File: config.mk
export PLATFORM = sky130hd
export DESIGN_NAME = fetch_queue
export DESIGN_NICKNAME = d
export VERILOG_FILES = /design/src/rtl/fetch_queue.sv
export SDC_FILE = /design/constraint.sdc
export NUM_CORES = 1
export LEC_CHECK = 0
export CAP_MARGIN = 20
export CORE_AREA = 2 2 126 128
export DETAILED_ROUTE_END_ITERATION = 6
export DIE_AREA = 0 0 128 130
export GPL_TIMING_DRIVEN = 1
export PLACE_DENSITY_LB_ADDON = 0.2
export SYNTH_ARGS = -nofsm -noshare
export SYNTH_HDL_FRONTEND = slang
export SYNTH_SLANG_ARGS = --single-unit
File: constraint.sdc
create_clock -name clk -period 1.9 [get_ports clk]
set_input_delay 0.285 -clock clk [delete_from_list [all_inputs] [get_ports clk]]
set_output_delay 0.285 -clock clk [all_outputs]
set_load 0.01 [all_outputs]
File: src/rtl/fetch_queue.sv
// ----------------------------------------------------------------------------
// fetch_queue
//   Instruction-fetch front end for the 16-bit MIPS core. It issues sequential
//   word fetches over a req/ack bus and buffers each returned instruction,
//   tagged with its PC, in a small FIFO. The core drains the FIFO through a
//   valid/ready port. A redirect flushes the FIFO and discards any in-flight
//   fetch.
//
// Parameters
//   DEPTH     FIFO entries (power of two, >= 2)
//   RESET_PC  first fetch address after reset (bit 0 must be 0)
//
// Ports
//   clk             rising-edge clock
//   reset_n         asynchronous active-low reset
//   mem_req         fetch request, held until mem_ack
//   mem_addr        byte address of the fetched word (bit 0 always 0)
//   mem_ack         completes the transfer when mem_req & mem_ack
//   mem_rdata       instruction word, valid in the ack cycle
//   redirect_valid  one-cycle pulse requesting a PC change
//   redirect_pc     new fetch address (bit 0 forced to 0)
//   instr_valid     FIFO head is valid
//   instr           FIFO head instruction (0 when not valid)
//   instr_pc        byte address of instr (0 when not valid)
//   instr_ready     core consumes the head when instr_valid & instr_ready
// ----------------------------------------------------------------------------
module fetch_queue #(
  parameter int          DEPTH    = 4,
  parameter logic [15:0] RESET_PC = 16'h0000
) (
  input  logic        clk,
  input  logic        reset_n,
  output logic        mem_req,
  output logic [15:0] mem_addr,
  input  logic        mem_ack,
  input  logic [15:0] mem_rdata,
  input  logic        redirect_valid,
  input  logic [15:0] redirect_pc,
  output logic        instr_valid,
  output logic [15:0] instr,
  output logic [15:0] instr_pc,
  input  logic        instr_ready
);

  localparam int              PTRW    = $clog2(DEPTH);
  localparam logic [PTRW:0]   LP_FULL = (PTRW+1)'(DEPTH);
  localparam logic [PTRW:0]   LP_ONE  = (PTRW+1)'(1);

  typedef enum logic [1:0] {
    S_IDLE = 2'd0,
    S_REQ  = 2'd1,
    S_DROP = 2'd2
  } state_t;

  state_t          r_state;
  logic            r_mem_req;
  logic [15:0]     r_mem_addr;
  logic [15:0]     r_fetch_pc;

  logic [15:0]     r_pc_mem  [DEPTH];
  logic [15:0]     r_ins_mem [DEPTH];
  logic [PTRW-1:0] r_rd_ptr;
  logic [PTRW-1:0] r_wr_ptr;
  logic [PTRW:0]   r_count;

  logic [15:0]     w_rpc;
  logic [15:0]     w_pc_inc;
  logic            w_push;
  logic            w_pop;
  logic [PTRW:0]   w_count_next;
  logic            w_has_room;

  assign w_rpc    = redirect_pc & 16'hFFFE;
  assign w_pc_inc = r_fetch_pc + 16'd2;

  // A redirect both flushes and suppresses the push/pop of that same cycle.
  assign w_push = (r_state == S_REQ) & mem_ack & ~redirect_valid;
  assign w_pop  = (r_count != '0) & instr_ready & ~redirect_valid;

  always_comb begin
    w_count_next = r_count;
    if (redirect_valid)
      w_count_next = '0;
    else if (w_push && !w_pop)
      w_count_next = r_count + LP_ONE;
    else if (!w_push && w_pop)
      w_count_next = r_count - LP_ONE;
  end

  // Room is judged on the post-push/pop occupancy so a pop re-arms fetch
  // on the very next cycle.
  assign w_has_room = (w_count_next < LP_FULL);

  // Fetch control FSM; mem_req/mem_addr are registered here.
  always_ff @(posedge clk or negedge reset_n) begin
    if (!reset_n) begin
      r_state    <= S_IDLE;
      r_mem_req  <= 1'b0;
      r_mem_addr <= RESET_PC;
      r_fetch_pc <= RESET_PC;
    end else begin
      case (r_state)
        S_IDLE: begin
          if (redirect_valid) begin
            r_fetch_pc <= w_rpc;
            r_mem_addr <= w_rpc;
          end else if (w_has_room) begin
            r_state    <= S_REQ;
            r_mem_req  <= 1'b1;
            r_mem_addr <= r_fetch_pc;
          end
        end
        S_REQ: begin
          if (redirect_valid) begin
            r_fetch_pc <= w_rpc;
            if (mem_ack)
              r_mem_addr <= w_rpc;   // transfer done, restart at new PC
            else
              r_state    <= S_DROP;  // stale request stays on the bus
          end else if (mem_ack) begin
            r_fetch_pc <= w_pc_inc;
            r_mem_addr <= w_pc_inc;
            if (!w_has_room) begin
              r_state   <= S_IDLE;
              r_mem_req <= 1'b0;
            end
          end
        end
        S_DROP: begin
          if (redirect_valid)
            r_fetch_pc <= w_rpc;
          if (mem_ack) begin
            r_state    <= S_REQ;
            r_mem_addr <= redirect_valid ? w_rpc : r_fetch_pc;
          end
        end
        default: begin
          r_state   <= S_IDLE;
          r_mem_req <= 1'b0;
        end
      endcase
    end
  end

  // FIFO pointers and occupancy.
  always_ff @(posedge clk or negedge reset_n) begin
    if (!reset_n) begin
      r_rd_ptr <= '0;
      r_wr_ptr <= '0;
      r_count  <= '0;
    end else begin
      r_count <= w_count_next;
      if (redirect_valid) begin
        r_rd_ptr <= '0;
        r_wr_ptr <= '0;
      end else begin
        if (w_push) r_wr_ptr <= r_wr_ptr + 1'b1;
        if (w_pop)  r_rd_ptr <= r_rd_ptr + 1'b1;
      end
    end
  end

  // FIFO storage; contents are qualified by r_count so no reset is needed.
  always_ff @(posedge clk) begin
    if (w_push) begin
      r_pc_mem[r_wr_ptr]  <= r_fetch_pc;
      r_ins_mem[r_wr_ptr] <= mem_rdata;
    end
  end

  assign mem_req     = r_mem_req;
  assign mem_addr    = r_mem_addr;
  assign instr_valid = (r_count != '0);
  assign instr       = instr_valid ? r_ins_mem[r_rd_ptr] : '0;
  assign instr_pc    = instr_valid ? r_pc_mem[r_rd_ptr]  : '0;

endmodule

==> out/summary.md <==
The count of filler cells inserted in the layout was 1102. The power density relative to cell area is 1390 nW/um^2, and the detailed-route vias per instance is 5.52. TritonCTS built the clock tree. The number of buffers created by CTS is 17, and the timing-limited maximum frequency is 451 MHz. After detailed routing, the average wire length per cell comes to 19.3 um. The smallest clock period supported by the final layout is computed as 2.22 ns. At the pin with the least slew margin, the transition time is 0.533 ns.

The clock tree buffer depth was 2; the floorplan row count was 46. The required time of the critical path is 1.62 ns. The post-route netlist has 34.7% of its cells at a drive strength greater than 1. After synthesis, the share of flip-flops with an asynchronous set or reset is 24.7%. After detailed routing, the number of remaining DRC violations is 0.

From synthesis to final layout, the design area changed by 34.1%. In this run the critical register-to-register path is captured at r_state[0]. Measured against its own limit, the worst slew margin works out to 64.5%.

The first global-routing pass estimated 27400 um of wire. The last weighted congestion value of the routability-driven placer came out at 0.839. The logs give 847 for the total instance count after detailed placement and 87 for the number of top-level design ports. The library cells used most frequently in the layout, excluding fill and tap cells, are 128 x sky130_fd_sc_hd__edfxtp_1, 68 x sky130_fd_sc_hd__buf_4, 51 x sky130_fd_sc_hd__clkdlybuf4s50_1. When the netlist entered floorplanning its net count stood at 571. The analysis attributes to cell leakage a power of 3.86 nW. The startpoint identified for the worst register-to-register timing path is r_count[1]. The largest voltage drop on the vdd net came out at 0.640 mV. By area the synthesized netlist is led by sky130_fd_sc_hd__edfxtp_1 50%, sky130_fd_sc_hd__dfrtp_1 14%, sky130_fd_sc_hd__mux4_2 9.4%. The final reports fail on negative setup slack. Summed over all layers, the routed wires come to 17400 um. In this run the clock root is driven by a sky130_fd_sc_hd__clkbuf_16. After clock tree synthesis, the clock-pin slew on the worst setup and hold paths is 0.07 ns. The final worst slack is -0.319 ns, and the post-synthesis instance area is 7670 sq um. The HPWL after detailed placement is 11000 um. The number of global-route vias before repair was 5036. Yosys printed 0 warnings.

Measured in cells, the most critical reg-to-reg path has a length of 8. Setup repair after global routing could not meet its margin everywhere. The worst setup path is launched from a flip-flop. Following the worst setup path forward leads to its endpoint at instr[13]. The area share of the leading cell type in the synthesized netlist is 50.1%, and the DRC violation total after the first TritonRoute iteration is 285. Of the available clock period, the critical path in the final layout requires 117%.

STA classifies the critical path endpoint as an output pin. In this run the horizontal extent of the chip is 128 um. The region available for standard cell placement spans 15400 sq um. The tools report the number of antenna violations at the first check in global routing as 0.

In the final design database the tool counted 741 nets. Average instance area after synthesis: 14.6 sq um. Buffers placed on the I/O ports in this run total 85. Entering global routing, the biggest net connects 23 pins. The most used flip-flop cell after synthesis is sky130_fd_sc_hd__edfxtp_1. Summed over all layers, the global routing overflow is 0.

The number of antenna-violating nets in the routed design was 0; the first-pass detailed-route iteration total was 4. At the later pin of the worst-skew pair, clock insertion delay measures 0.43 ns. The biggest area contributor in the post-synthesis netlist is sky130_fd_sc_hd__edfxtp_1. The run gives 1.93 ns as the data arrival at the endpoint of the critical path.

Leaving out fill and tap cells, the most frequent cell in the layout is sky130_fd_sc_hd__edfxtp_1. Gate count after technology mapping: 526. The path class of the lowest-slack min-delay path is primary input to asynchronous set/reset pin. The logs give 0 for the number of endpoints with negative hold slack in the final report and 0 for the number of antenna repair diodes. The clock net sink count was 170.

Kind of critical path: flip-flop to output pin. Yosys mapped a number of flops with a built-in enable equal to 128. Summing over every cut layer, the via total after detailed routing is 4974.

The number of max-slew violations in the final report was 0; the max-capacitance violation count was 0. Post-synthesis sequential element count: 170. The beginning of the critical path was r_rd_ptr[0].

For the sequential-to-total area share from yosys stat, the log shows 63.8%. The run gives 22.1% as the overall fraction of global-route tracks in use. The largest driver fanout on the critical path was 5. The post-layout instance count excluding filler cells is 901, and the H-tree depth is 4. For this configuration, the core starts out at a cell density of 49.7%. The flow ran to the end, but the final reports show violations. The die is 130 um tall. For flop-to-flop paths, the worst setup slack is -0.06 ns. Number of distinct library cell variants in the gate-level netlist after synthesis: 63. The design draws 0.0143 W. The die covers 16600 sq um. Setup violations remaining at the end of the flow were counted as 34.

On the final layout, the worst clock skew is 0.0126 ns.
## cell families after synthesis
logic type / count (synthesis) / synth area share, %
muxes: 45 / 11.1
buffers and inverters: 46 / 3.31
adders and majority gates: 8 / 1.30
DFF: 170 / 63.8
AOI/OAI and AO/OA: 93 / 7.21
xor gates and xnor gates: 14 / 1.60
and+or+nand+nor: 150 / 11.7
## worst max-delay path: stages (launching register included)
cell and delay [ns]:
sky130_fd_sc_hd__dfrtp_2 0.43, sky130_fd_sc_hd__buf_12 0.14, sky130_fd_sc_hd__buf_12 0.13, sky130_fd_sc_hd__buf_16 0.14, sky130_fd_sc_hd__mux4_2 0.41, sky130_fd_sc_hd__and2_1 0.14
sky130_fd_sc_hd__buf_2 0.13
## flip-flops by register name, indices dropped and copies added, names as in the netlist
name        cells
r_rd_ptr        2
r_wr_ptr        2
r_count         3
mem_addr       16
r_fetch_pc     16
r_state         2
r_ins_mem      64
mem_req         1
r_pc_mem       64
## routing by layer
metal | wire (um) | GRT usage (%) | vias to the layer above
li1 | - | - | 2328
met1 | 7540 | 29.3 | 2511
met2 | 8940 | 38.0 | 128
met3 | 868 | 4.43 | 7
met4 | 84 | 5.82 | 0
met5 | 0 | 0 | -
## report_power, final
part	switching, W	internal [W]
clock	0.00143	0.00207
sequential	0.000361	0.00455
combinational	0.00252	0.00333
total	0.00431	0.00995
## cell type report
| class | count | area [sq um] | share of cell area (%) |
|---|---|---|---|
| sequential | 170 | 4900 | 47.6 |
| multi-input combinational | 310 | 2650 | 25.7 |
| timing repair buffer | 184 | 1860 | 18.0 |
| clock buffer | 17 | 425 | 4.13 |
| tap | 192 | 240 | 2.33 |
| clock inverter | 15 | 174 | 1.69 |
| inverter | 13 | 48.8 | 0.474 |
## Yosys cell counts (10+ instances only)
| cell | instances |
|---|---|
| sky130_fd_sc_hd__mux2i_1 | 10 |
| sky130_fd_sc_hd__mux4_2 | 32 |
| sky130_fd_sc_hd__a21oi_1 | 21 |
| sky130_fd_sc_hd__o21ai_0 | 35 |
| sky130_fd_sc_hd__buf_2 | 10 |
| sky130_fd_sc_hd__edfxtp_1 | 128 |
| sky130_fd_sc_hd__nor2_1 | 24 |
| sky130_fd_sc_hd__and2_1 | 36 |
| sky130_fd_sc_hd__clkbuf_1 | 11 |
| sky130_fd_sc_hd__nand2_1 | 45 |
| sky130_fd_sc_hd__dfrtp_1 | 42 |
| sky130_fd_sc_hd__inv_1 | 13 |
## through the flow
step	utilization (%)	hold WS [ns]	TNS (ns)	instance area, sq um	worst slack (ns)
after global routing	66.7	0.410	-10.42	10300	-0.366
after floorplan	-	-0.0106	0	7680	0.119
final	66.7	0.360	-8.16	10300	-0.319
after detailed placement	60.1	0.300	-32.24	9280	-0.221
after global placement	60.1	0.290	-22.95	9280	-0.198
after CTS	66.2	0.364	-9.97	10200	-0.356
## how the worst min path moves through the flow
stage                  endpoint  cells past startpoint    start
floorplan           mem_addr[0]                      0  reset_n
detailed placement  mem_addr[4]                      1  reset_n
global placement    mem_addr[4]                      1  reset_n
finish              mem_addr[4]                      2  reset_n
global route        mem_addr[4]                      2  reset_n
CTS                 mem_addr[4]                      2  reset_n
## timing repair
action                     in CTS  in global routing
hold endpoints to repair       20                  0
hold buffers                    1                  0
pin swaps                      35                  7
gates resized for setup       171                 29
cloned                          6                  0
setup endpoints to repair      35                 50
buffers inserted               14                  5
No activity file was read; power rests on OpenSTA's default activity.
